===== src/rtl/aibndpnr_jtag_pkg.sv =====
// Shared TAP state encoding, instruction opcodes and IR capture pattern
// for the AIB boundary-scan controller.
package aibndpnr_jtag_pkg;

  typedef enum logic [3:0] {
    TLR    = 4'h0,
    RTI    = 4'h1,
    SEL_DR = 4'h2,
    CAP_DR = 4'h3,
    SH_DR  = 4'h4,
    EX1_DR = 4'h5,
    PA_DR  = 4'h6,
    EX2_DR = 4'h7,
    UPD_DR = 4'h8,
    SEL_IR = 4'h9,
    CAP_IR = 4'hA,
    SH_IR  = 4'hB,
    EX1_IR = 4'hC,
    PA_IR  = 4'hD,
    EX2_IR = 4'hE,
    UPD_IR = 4'hF
  } tap_state_t;

  localparam logic [4:0] OP_EXTEST      = 5'h00;
  localparam logic [4:0] OP_SAMPLE      = 5'h01;
  localparam logic [4:0] OP_INTEST      = 5'h02;
  localparam logic [4:0] OP_IDCODE      = 5'h03;
  localparam logic [4:0] OP_RST_ASSERT  = 5'h10;
  localparam logic [4:0] OP_RST_RELEASE = 5'h11;
  localparam logic [4:0] OP_BYPASS      = 5'h1F;

  // Fixed pattern loaded in CAP_IR; the trailing 1 lets a host locate the IR.
  localparam logic [4:0] IR_CAPTURE = 5'b00001;

endpackage


===== src/rtl/aibndpnr_jtag_ckgate.sv =====
// Glitch-free clock gate for the BSR clock: enable captured by a latch that is
// transparent while clk is low. Stand-in for the library ICG cell at this boundary.
module aibndpnr_jtag_ckgate (
  input  logic clk,
  input  logic rst_n,
  input  logic en,
  output logic gclk
);

  logic en_lat;

  // Clearing the latch on reset kills an in-flight pulse immediately.
  always_latch begin
    if (!rst_n) begin
      en_lat <= 1'b0;
    end else if (!clk) begin
      en_lat <= en;
    end
  end

  assign gclk = clk & en_lat;

endmodule


===== src/rtl/aibndpnr_jtag_bscan_ctrl.sv =====
// 1149.1 TAP controller and instruction decode for the AIB boundary-scan chain:
// drives gated clkdr, shift enable, EXTEST/INTEST selects and the TAP reset override.
module aibndpnr_jtag_bscan_ctrl
  import aibndpnr_jtag_pkg::*;
#(
  parameter int          IR_W   = 5,
  parameter logic [31:0] IDCODE = 32'h0000_0001
) (
  input  logic jtag_tck,
  input  logic jtag_trstb,
  input  logic jtag_tms,
  input  logic jtag_tdi,
  output logic jtag_tdo,
  output logic jtag_tdo_en,
  input  logic jtag_rx_scan_in,
  output logic jtag_tx_scan_out,
  output logic jtag_tx_scanen_out,
  output logic jtag_clkdr_out,
  output logic jtag_mode_out,
  output logic jtag_intest_out,
  output logic jtag_rstb_en_out,
  output logic jtag_rstb_out
);

  tap_state_t      state, state_nxt;
  logic [IR_W-1:0] ir, ir_sh;
  logic [31:0]     id_sh;
  logic            byp;
  logic            mode, intest, rstb_en, rstb;
  logic            tdo_q, tdo_en_q;
  logic            sel_bsr, sel_id, sh_dr, sh_ir, clkdr_en;

  always_ff @(posedge jtag_tck or negedge jtag_trstb) begin
    if (!jtag_trstb) begin
      state <= TLR;
    end else begin
      state <= state_nxt;
    end
  end

  always_comb begin
    state_nxt = state;
    case (state)
      TLR:     state_nxt = jtag_tms ? TLR    : RTI;
      RTI:     state_nxt = jtag_tms ? SEL_DR : RTI;
      SEL_DR:  state_nxt = jtag_tms ? SEL_IR : CAP_DR;
      CAP_DR:  state_nxt = jtag_tms ? EX1_DR : SH_DR;
      SH_DR:   state_nxt = jtag_tms ? EX1_DR : SH_DR;
      EX1_DR:  state_nxt = jtag_tms ? UPD_DR : PA_DR;
      PA_DR:   state_nxt = jtag_tms ? EX2_DR : PA_DR;
      EX2_DR:  state_nxt = jtag_tms ? UPD_DR : SH_DR;
      UPD_DR:  state_nxt = jtag_tms ? SEL_DR : RTI;
      SEL_IR:  state_nxt = jtag_tms ? TLR    : CAP_IR;
      CAP_IR:  state_nxt = jtag_tms ? EX1_IR : SH_IR;
      SH_IR:   state_nxt = jtag_tms ? EX1_IR : SH_IR;
      EX1_IR:  state_nxt = jtag_tms ? UPD_IR : PA_IR;
      PA_IR:   state_nxt = jtag_tms ? EX2_IR : PA_IR;
      EX2_IR:  state_nxt = jtag_tms ? UPD_IR : SH_IR;
      UPD_IR:  state_nxt = jtag_tms ? SEL_DR : RTI;
      default: state_nxt = TLR;
    endcase
  end

  assign sh_dr   = (state == SH_DR);
  assign sh_ir   = (state == SH_IR);
  assign sel_bsr = (ir == OP_EXTEST) | (ir == OP_SAMPLE) | (ir == OP_INTEST);
  assign sel_id  = (ir == OP_IDCODE);

  always_ff @(posedge jtag_tck or negedge jtag_trstb) begin
    if (!jtag_trstb) begin
      ir    <= OP_IDCODE;
      ir_sh <= '0;
    end else begin
      if (state_nxt == TLR) begin
        ir <= OP_IDCODE;
      end else if (state == UPD_IR) begin
        ir <= ir_sh;
      end
      if (state == CAP_IR) begin
        ir_sh <= IR_CAPTURE;
      end else if (sh_ir) begin
        ir_sh <= {jtag_tdi, ir_sh[IR_W-1:1]};
      end
    end
  end

  // Decode lags the IR by one tck so selects never change mid UPD_IR edge.
  always_ff @(posedge jtag_tck or negedge jtag_trstb) begin
    if (!jtag_trstb) begin
      mode    <= 1'b0;
      intest  <= 1'b0;
      rstb_en <= 1'b0;
      rstb    <= 1'b1;
    end else if (state_nxt == TLR) begin
      mode    <= 1'b0;
      intest  <= 1'b0;
      rstb_en <= 1'b0;
      rstb    <= 1'b1;
    end else begin
      mode    <= (ir == OP_EXTEST);
      intest  <= (ir == OP_INTEST);
      rstb_en <= (ir == OP_RST_ASSERT) | (ir == OP_RST_RELEASE);
      rstb    <= (ir != OP_RST_ASSERT);
    end
  end

  always_ff @(posedge jtag_tck or negedge jtag_trstb) begin
    if (!jtag_trstb) begin
      byp   <= 1'b0;
      id_sh <= '0;
    end else if (state == CAP_DR) begin
      byp <= 1'b0;
      if (sel_id) begin
        id_sh <= IDCODE;
      end
    end else if (sh_dr) begin
      byp <= jtag_tdi;
      if (sel_id) begin
        id_sh <= {jtag_tdi, id_sh[31:1]};
      end
    end
  end

  always_ff @(negedge jtag_tck or negedge jtag_trstb) begin
    if (!jtag_trstb) begin
      tdo_q    <= 1'b0;
      tdo_en_q <= 1'b0;
    end else begin
      tdo_q    <= sh_ir ? ir_sh[0] : (sh_dr ? (sel_id ? id_sh[0] : byp) : 1'b0);
      tdo_en_q <= sh_ir | sh_dr;
    end
  end

  assign clkdr_en = sel_bsr & ((state == CAP_DR) | sh_dr);

  aibndpnr_jtag_ckgate u_ckgate (
    .clk   (jtag_tck),
    .rst_n (jtag_trstb),
    .en    (clkdr_en),
    .gclk  (jtag_clkdr_out)
  );

  // The chain tail is already negedge-retimed, so it bypasses the TDO flop.
  assign jtag_tx_scanen_out = sel_bsr & sh_dr;
  assign jtag_tdo           = jtag_tx_scanen_out ? jtag_rx_scan_in : tdo_q;
  assign jtag_tdo_en        = tdo_en_q;
  assign jtag_tx_scan_out   = jtag_tdi;
  assign jtag_mode_out      = mode;
  assign jtag_intest_out    = intest;
  assign jtag_rstb_en_out   = rstb_en;
  assign jtag_rstb_out      = rstb;

endmodule

===== config.mk =====
export PLATFORM = sky130hd
export DESIGN_NAME = aibndpnr_jtag_bscan_ctrl
export DESIGN_NICKNAME = d
export VERILOG_FILES = /design/src/rtl/aibndpnr_jtag_pkg.sv /design/src/rtl/aibndpnr_jtag_ckgate.sv /design/src/rtl/aibndpnr_jtag_bscan_ctrl.sv
export SDC_FILE = /design/constraint.sdc
export NUM_CORES = 1
export LEC_CHECK = 0
export ABC_AREA = 0
export ABC_CLOCK_PERIOD_IN_PS = 2200
export CELL_PAD_IN_SITES_DETAIL_PLACEMENT = 2
export CELL_PAD_IN_SITES_GLOBAL_PLACEMENT = 2
export CORE_UTILIZATION = 40
export CTS_BUF_LIST = sky130_fd_sc_hd__clkbuf_8
export DETAILED_ROUTE_END_ITERATION = 8
export HOLD_SLACK_MARGIN = 0.03
export PLACE_DENSITY_LB_ADDON = 0.1
export RECOVER_POWER = 25
export SLEW_MARGIN = 20
export SYNTH_ARGS = -nofsm -noshare
export SYNTH_HDL_FRONTEND = slang
export SYNTH_SLANG_ARGS = --single-unit

===== constraint.sdc =====
create_clock -name jtag_tck -period 2.2 [get_ports jtag_tck]
set_clock_uncertainty 0.05 [all_clocks]
set_input_delay 0.22 -clock jtag_tck [delete_from_list [all_inputs] [get_ports jtag_tck]]
set_output_delay 0.22 -clock jtag_tck [all_outputs]
set_load 0.02 [all_outputs]

; ---- Word-level counts from Yosys, hierarchy flattened
; Cells that the tools add are included.
[totals]
inputBits = 5
mem_bits_rw = 0
latch_bits = 1
n_memories = 0
output_inout_bits = 9
regBits = 53
rom_bits = 0
wordCells = 88
[op_classes]
reduce_logical = 10
n_lt_le_gt_ge = 0
n_bitwise = 8
n_eq_ne = 23
addsub = 0
muxes = 35
shifts = 0
div = 0
multipliers = 0
[ops]
columns = op, n
row1 = $mux 32, 4
row2 = $pmux 4 s12, 1
row3 = $eq 4x4->1 const B, 8
row4 = $mux 5, 4
row5 = $mux 1, 17
row6 = $eq 4x3->1 const B, 4
row7 = $mux 4, 4
row8 = $eq 5x2->1 const B, 2
row9 = $eq 5x5->1 const B, 2
row10 = $eq 4x2->1 const B, 2
row11 = $logic_not 4->1, 2
row12 = $mux 2, 3
row13 = $mux 3, 2
row14 = $reduce_bool 2->1, 3
row15 = $eq 5x1->1 const B, 1
row16 = $logic_not 5->1, 1
row17 = $ne 5x5->1 const B, 1
row18 = $or 1x1->1, 5
row19 = $eq 4x1->1 const B, 1
row20 = $ne 2x2->1 const B, 2
row21 = $reduce_or 2->1, 2
row22 = $and 1x1->1, 3
row23 = $reduce_and 3->1, 1
row24 = $reduce_or 3->1, 1

; ---- Logic depth before layout (Yosys ltp)
; Gate-level depths: netlist (run 1).
[logic_depth]
word_depth = 6
mapped_depth = 6
mapped_depth_nobuf = 3

; ---- Hierarchy
; A second synthesis (run 1) with hierarchy kept.
[hier_totals]
cells_unflattened = 254
area_unflattened_um2 = 2527.4
[modules_own_cells]
columns = module, area_each_um2, n_inst, cells_per_inst, seq_area_each_um2
row1 = aibndpnr_jtag_bscan_ctrl, 2496.1, 1, 250, 1330.0
row2 = aibndpnr_jtag_ckgate, 31.3, 1, 4, 0.0

==> results of run 1 <==
## flip-flops by register name (all words and copies together) (netlist names), 4 cells and up
name   flops
ir_sh      5
state      4
id_sh     32
ir         5
## layout make-up
cell class                      instances  area (um^2)  area share
Clock inverter                          3        41.29     0.01260
Sequential cell                        54         1345      0.4103
Multi-Input combinational cell        145         1057      0.3225
Inverter                               35        131.4     0.04008
Timing Repair Buffer                   45        446.7      0.1363
Clock buffer                           12        162.7     0.04962
Tap cell                               75        93.84     0.02863
## synthesized netlist by cell type, drive strengths merged, types with 2 or more instances
| master | instances | share of area |
|---|---|---|
| dfrtn | 2 | 0.020 |
| nor2 | 8 | 0.012 |
| nand3 | 3 | 0.0060 |
| dfstp | 3 | 0.031 |
| a211oi | 5 | 0.022 |
| mux2i | 33 | 0.13 |
| mux2 | 3 | 0.013 |
| and2 | 2 | 0.0050 |
| nor2b | 2 | 0.0050 |
| nand2 | 47 | 0.070 |
| nand4 | 3 | 0.0074 |
| buf | 9 | 0.025 |
| o211ai | 2 | 0.0060 |
| clkbuf | 9 | 0.013 |
| a211o | 2 | 0.0070 |
| dfrtp | 48 | 0.48 |
| o21ai | 9 | 0.018 |
| inv | 35 | 0.052 |
| a21oi | 4 | 0.0079 |
| nor3 | 4 | 0.0079 |
| nor4b | 2 | 0.0070 |
## metrics by stage
| step | cells | hold slack [ps] | setup WS, ps | util | total power, mW |
|---|---|---|---|---|---|
| finish | 369 | 201.4 | -403.6 | 0.5472 | 4.614 |
| CTS | 365 | 210.0 | -364.4 | 0.5232 | 4.220 |
| global placement | 348 | -327.5 | -340.8 | 0.4756 | 2.935 |
| global route | 369 | 193.5 | -442.3 | 0.5472 | 4.811 |
| floorplan | 252 | -930.0 | -262.1 | - | 2.445 |
| detailed placement | 348 | -322.3 | -365.4 | 0.4756 | 2.981 |
## cell families (layout without fill, tap and decap cells)
logic type             Yosys count  in the layout
flip-flops                      53             53
AO/OA/AOI/OAI                   27             27
XOR/XNOR                         1              1
buffers and inverters           53             95
AND/OR/NAND/NOR                 81             81
latches                          1              1
multiplexers                    36             36
## power breakdown
group	internal (mW)	total (mW)	switching, mW	leakage [nW]
Clock	0.576	1.01	0.436	0.111
Sequential	1.21	1.38	0.169	0.719
Combinational	0.984	2.22	1.24	0.583
## metal layers
| layer | vias up | part of all wire |
|---|---|---|
| li1 | 903 | - |
| met1 | 1071 | 0.40 |
| met2 | 57 | 0.52 |
| met3 | 33 | 0.036 |
| met4 | 0 | 0.054 |
| met5 | - | 0 |
## worst reg2reg max path: stages, from the launching register on
cell      delay [ps]
dfrtp_1          410
buf_6            170
nor4b_4          300
buf_4            170
nand4_1          120
o211ai_1         140
## how the worst max path moves through the flow
stage / start / endpoint / slack, ps
after global routing: tdo_q$_DFF_NN0_ / jtag_tdo / -440
after floorplan: ir[2]$_DFFE_PN0P_ / tdo_q$_DFF_NN0_ / -260
after detailed placement: u_ckgate.en_lat$_DLATCH_P_ / jtag_clkdr_out / -370
after global placement: u_ckgate.en_lat$_DLATCH_P_ / jtag_clkdr_out / -340
after CTS: tdo_q$_DFF_NN0_ / jtag_tdo / -360
final: tdo_q$_DFF_NN0_ / jtag_tdo / -400
## timing repair
item                                   CTS  global route
setup buffers                            1             2
resized for setup                       36            18
setup endpoints to repair                7            26
endpoints found under the hold margin   21             0
hold buffers                             2             0
gates cloned                             0             2
pin swaps                                2             1
==> summary.md, run 1 <==
| Metric | Value |
|---|---|
| Status | `finished with violations` |
| Failing checks | `setup timing` |
| Initial antenna violation count | `0` |
| Largest family of logic cells by synthesized area | `simple AND/OR/NAND/NOR gates` |
| Power per cell area | `about 1400 nW/um^2` |
| Hold crit path type | `input port to async pin` |
| Max cap viols | `0` |
| GR Layer Usage met2 | `0.4892` |
| Cell family with most CP delay | `flip-flops` |
| Global-route wire length before repair | `around 13 mm` |
| Avg Cell Area, Syn | `around 10 um^2` |
| ANT nets after route | `0` |
| Clk Latency, worst-skew pair | `420 ps` |
| Final Max Tran Viols | `0` |
| DR DRC count | `0` |
| Commonest non-fill, non-tap cells in the layout | `dfrtp_1 (48), nand2_1 (46), inv_1 (36)` |
| Io pins | `14` |
| Syn-to-layout area delta | `30.09%` |
| Critical path type | `register to output pin` |
| Setup_tns | `-1634 ps` |
| Via count | `between 2000 and 2500` |
| Core Region | `about 6000 um^2` |
| Placement Cell Area | `roughly 2800 um^2` |
| Largest net degree at the start of global routing | `33` |
| GR Util All Layers | `0.2794` |
| Post-Synthesis Cells | `252` |
| Post-Synth XOR/XNOR Area | `0.003476` |
| Buffers & Inverters on Critical Path | `1` |
| Routed vias/inst | `approximately 5.6` |
| Setup-failing EPs final | `24` |
| Mux share of post-synthesis cell area | `0.1445` |
| Die Wd | `81.37 um` |
| Cell Chain, Critical Path | `mux2_4, buf_6` |
| CP endpoint kind | `output pin` |
| Global routing usage on met3 | `0.07079` |
| NumNets Final | `between 200 and 300` |
| Drt pass-1 iters | `4` |
| Worst reg2reg path depth | `5` |
| R2R Setup Slk | `-230 ps` |
| Required @ worst endpoint | `around 1900 ps` |
| Met1 Use GR | `0.3141` |
| Synth unique cells | `44` |
| Post-DP HPWL | `a little over 4 mm` |
| Slowest CP cell | `dfrtn_1` |
| CTS tree | `yes` |
| Inserted Diodes | `0` |
| Lkg Pwr | `around 1.4 nW` |
| Die footprint | `around 6600 um^2` |
| RD Place Congestion | `around 0.71` |
| Number of DRC markers in iteration 0 | `115` |
| Net Count, Synth | `257` |
| Worst R2R Start | `state[0]$_DFF_PN0_` |
| Finished Cell Area | `approximately 3300 um^2` |
| Number of port buffers | `13` |
| Die height | `81.37 um` |
| Site Rows | `28` |
| Reg2reg end | `tdo_q$_DFF_NN0_` |
| Most common cell after layout, fill and taps aside | `dfrtp_1` |
| Complex-gate fraction of the synthesized area | `0.07646` |
| Startpoint Class | `register` |
| Simple-gate share of the synthesized area | `0.1509` |
| Vias in the first global route | `~2300` |
| Critical path depth in cells | `2` |
| Final Hold Vio Count | `0` |
| Ys Warns | `0` |
| Drt total wl | `a little over 9 mm` |
| Ys flop type | `dfrtp_1` |
| Max FO, Critical Path | `1` |
| Max transition margin | `0.6039` |
| Fill count | `611` |
| Yosys reg bits | `54` |
| Slowest cell delay on critical path | `370 ps` |
| CP arrival | `~2300 ps` |
| VDD IR max | `approximately 0.64 mV` |
| Initial Util | `0.4206` |
| Worst Tran Pin Value | `between 500 and 600 ps` |
| Synth async-reset ratio | `0.9815` |
| Gr busiest metal | `met2` |
| Share of layout cells above drive strength 1 | `0.2415` |
| RSZ-0062 raised after global routing | `true` |
| Clock transition at path regs | `approximately 110 ps` |
| Worst Setup Slack, final | `-403.6 ps` |
| Wire per inst | `roughly 25 um` |
| Number of enable flip-flop cells after synthesis | `0` |
| Post-synthesis adder-cell area fraction | `0` |
| Mapped cell area | `between 2000 and 3000 um^2` |
| Congestion Overflow GR | `0` |
No activity file was read; power rests on OpenSTA's default activity.
==> run 2, diff against run 1 <==
--- a/config.mk
+++ b/config.mk
@@ -9,12 +9,14 @@
 export ABC_CLOCK_PERIOD_IN_PS = 2200
 export CELL_PAD_IN_SITES_DETAIL_PLACEMENT = 2
 export CELL_PAD_IN_SITES_GLOBAL_PLACEMENT = 2
+export CORE_MARGIN = 2
 export CORE_UTILIZATION = 40
 export CTS_BUF_LIST = sky130_fd_sc_hd__clkbuf_8
 export DETAILED_ROUTE_END_ITERATION = 8
 export HOLD_SLACK_MARGIN = 0.03
 export PLACE_DENSITY_LB_ADDON = 0.1
 export RECOVER_POWER = 25
+export SKIP_LAST_GASP = 1
 export SLEW_MARGIN = 20
 export SYNTH_ARGS = -nofsm -noshare
 export SYNTH_HDL_FRONTEND = slang
==> summary.md, run 2 (synthesis gave the netlist of run 1 again) <==
| Metric | Value |
|---|---|
| Setup-failing EPs final | `8` |
| Commonest non-fill, non-tap cells in the layout | `dfrtp_1 (48), nand2_1 (46), inv_1 (36)` |
| Worst Setup Slack, final | `-350.8 ps` |
| Inserted Diodes | `0` |
| Top Registers | `id_sh x32, ir x5, ir_sh x5` |
| Drt total wl | `slightly above 7 mm` |
| Die Wd | `83.37 um` |
| Power per cell area | `roughly 1300 nW/um^2` |
| Clock transition at path regs | `about 70 ps` |
| Final Max Tran Viols | `0` |
| Number of port buffers | `13` |
| Core Region | `about 6000 um^2` |
| Most common cell after layout, fill and taps aside | `dfrtp_1` |
| Slowest cell delay on critical path | `approximately 330 ps` |
| Post-DP HPWL | `around 4.1 mm` |
| Congestion Overflow GR | `0` |
| Worst Tran Pin Value | `878.8 ps` |
| Slowest CP cell | `dfrtn_1` |
| Largest net degree at the start of global routing | `37` |
| Io pins | `14` |
| Clk Latency, worst-skew pair | `between 400 and 500 ps` |
| Syn-to-layout area delta | `23.78%` |
| Site Rows | `28` |
| VDD IR max | `around 0.6 mV` |
| Required @ worst endpoint | `between 1500 and 2000 ps` |
| Die height | `approximately 83 um` |
| Failing checks | `setup timing` |
| Status | `finished with violations` |
| Initial Util | `0.4206` |
| CTS tree | `yes` |
| DR DRC count | `0` |
| Share of layout cells above drive strength 1 | `0.2103` |
| Global-route wire length before repair | `around 12 mm` |
| Final hold slack | `around 280 ps` |
| Max transition margin | `0.4141` |
| CP arrival | `approximately 2300 ps` |
| RSZ-0062 raised after global routing | `true` |
| GR Util All Layers | `0.2181` |
| Initial antenna violation count | `0` |
| ANT nets after route | `0` |
| Hold crit path type | `input port to clock gate` |
| Lkg Pwr | `approximately 1.4 nW` |
| Placement Cell Area | `2841 um^2` |
| Total power | `a little over 4 mW` |
| Number of DRC markers in iteration 0 | `about 130` |
| Startpoint Class | `register` |
| Final Hold Vio Count | `0` |
| Wire per inst | `19.60 um` |
| Max FO, Critical Path | `1` |
| CP endpoint kind | `output pin` |
| Die footprint | `around 7000 um^2` |
| Finished Cell Area | `approximately 3100 um^2` |
| Max cap viols | `0` |
| RD Place Congestion | `between 0.7 and 0.8` |
| NumNets Final | `roughly 290` |
| Pre-CTS WS | `-331.7 ps` |
| Cell Chain, Critical Path | `mux2_4, buf_6` |
| Routed vias/inst | `5.195` |
| Drt pass-1 iters | `4` |
| Setup_tns | `-1229 ps` |
| Most flops, register | `id_sh` |
| Via count | `1896` |
| Vias in the first global route | `around 2300` |
| Max reg flops | `32` |
| Critical path type | `register to output pin` |
## run 2: changes by cell type in the layout (fill, tap and decap cells not counted), sizes merged
cell,change
buf,-4
clkinv,+3
bufinv,-1
clkbuf,-1
clkinvlp,-1
## run 2: metrics by stage
step	util	cells
after floorplan	-	252
after global placement	0.4743	347
after detailed placement	0.4743	347
after CTS	0.5138	364
after global routing	0.5207	365
final	0.5207	365
## run 2: critical path, delay by kind of cell (launching register included)
kind,cells,cell delay [ps]
DFF,1,330
buffers and inverters,1,130
muxes,1,290
## run 2: area by class of cell
class                   count  area (um^2)
clock buffers              11        148.9
multi-input cells         145         1022
flip-flops and latches     54         1345
repair buffers             41        351.6
inverters                  35        131.4
well taps                  75        93.84
fillers                   620         2872
clock inverters             4        26.28
## run 2: where the power goes
| group | switching [mW] | leakage, nW | internal, mW |
|---|---|---|---|
| registers | 0.152 | 0.719 | 1.21 |
| logic | 1.06 | 0.532 | 0.794 |
| clock network | 0.408 | 0.102 | 0.431 |
| total | 1.62 | 1.35 | 2.43 |
## run 2: timing repair
item                                    CTS  global route
gates resized for setup                  27            11
pin swaps                                 2             5
cloned                                    0             0
hold endpoints to repair                 16             0
hold buffers                              2             0
buffers inserted                          1             2
endpoints found under the setup margin    7             7
## run 2: per-layer routing
| metal | global-route usage | part of all wire | vias to the layer above |
|---|---|---|---|
| met5 | 0 | 0 | - |
| met4 | 0.09836 | 0.021 | 0 |
| met3 | 0.04871 | 0.020 | 14 |
| met2 | 0.3739 | 0.53 | 25 |
| met1 | 0.2610 | 0.43 | 967 |
| li1 | - | - | 890 |
## run 2: path summary, 6_finish.rpt
kind	slack, ps	depth (start not counted)	to	startpoint
min in group jtag_tck	430	3	ir_sh[4]$_DFFE_PN0N_	jtag_tdi
max reg2reg	-250	3	tdo_q$_DFF_NN0_	ir[2]$_DFFE_PN0P_
max	-350	2	jtag_tdo	tdo_q$_DFF_NN0_
min reg2reg	470	2	id_sh[16]$_DFFE_PN0P_	id_sh[16]$_DFFE_PN0P_
max in group gated	480	3	clock gate	jtag_trstb
max in group asynchronous	530	4	ir[2]$_DFFE_PN0P_	jtag_trstb
min	280	3	clock gate	jtag_trstb
min in group asynchronous	800	3	id_sh[6]$_DFFE_PN0P_	jtag_trstb
==> run 3, diff against run 2 <==
--- a/config.mk
+++ b/config.mk
@@ -17,7 +17,6 @@
 export PLACE_DENSITY_LB_ADDON = 0.1
 export RECOVER_POWER = 25
 export SKIP_LAST_GASP = 1
-export SLEW_MARGIN = 20
 export SYNTH_ARGS = -nofsm -noshare
 export SYNTH_HDL_FRONTEND = slang
 export SYNTH_SLANG_ARGS = --single-unit
==> results of run 3 <==
Final layout, timing and power as in run 2 (identical DEF).
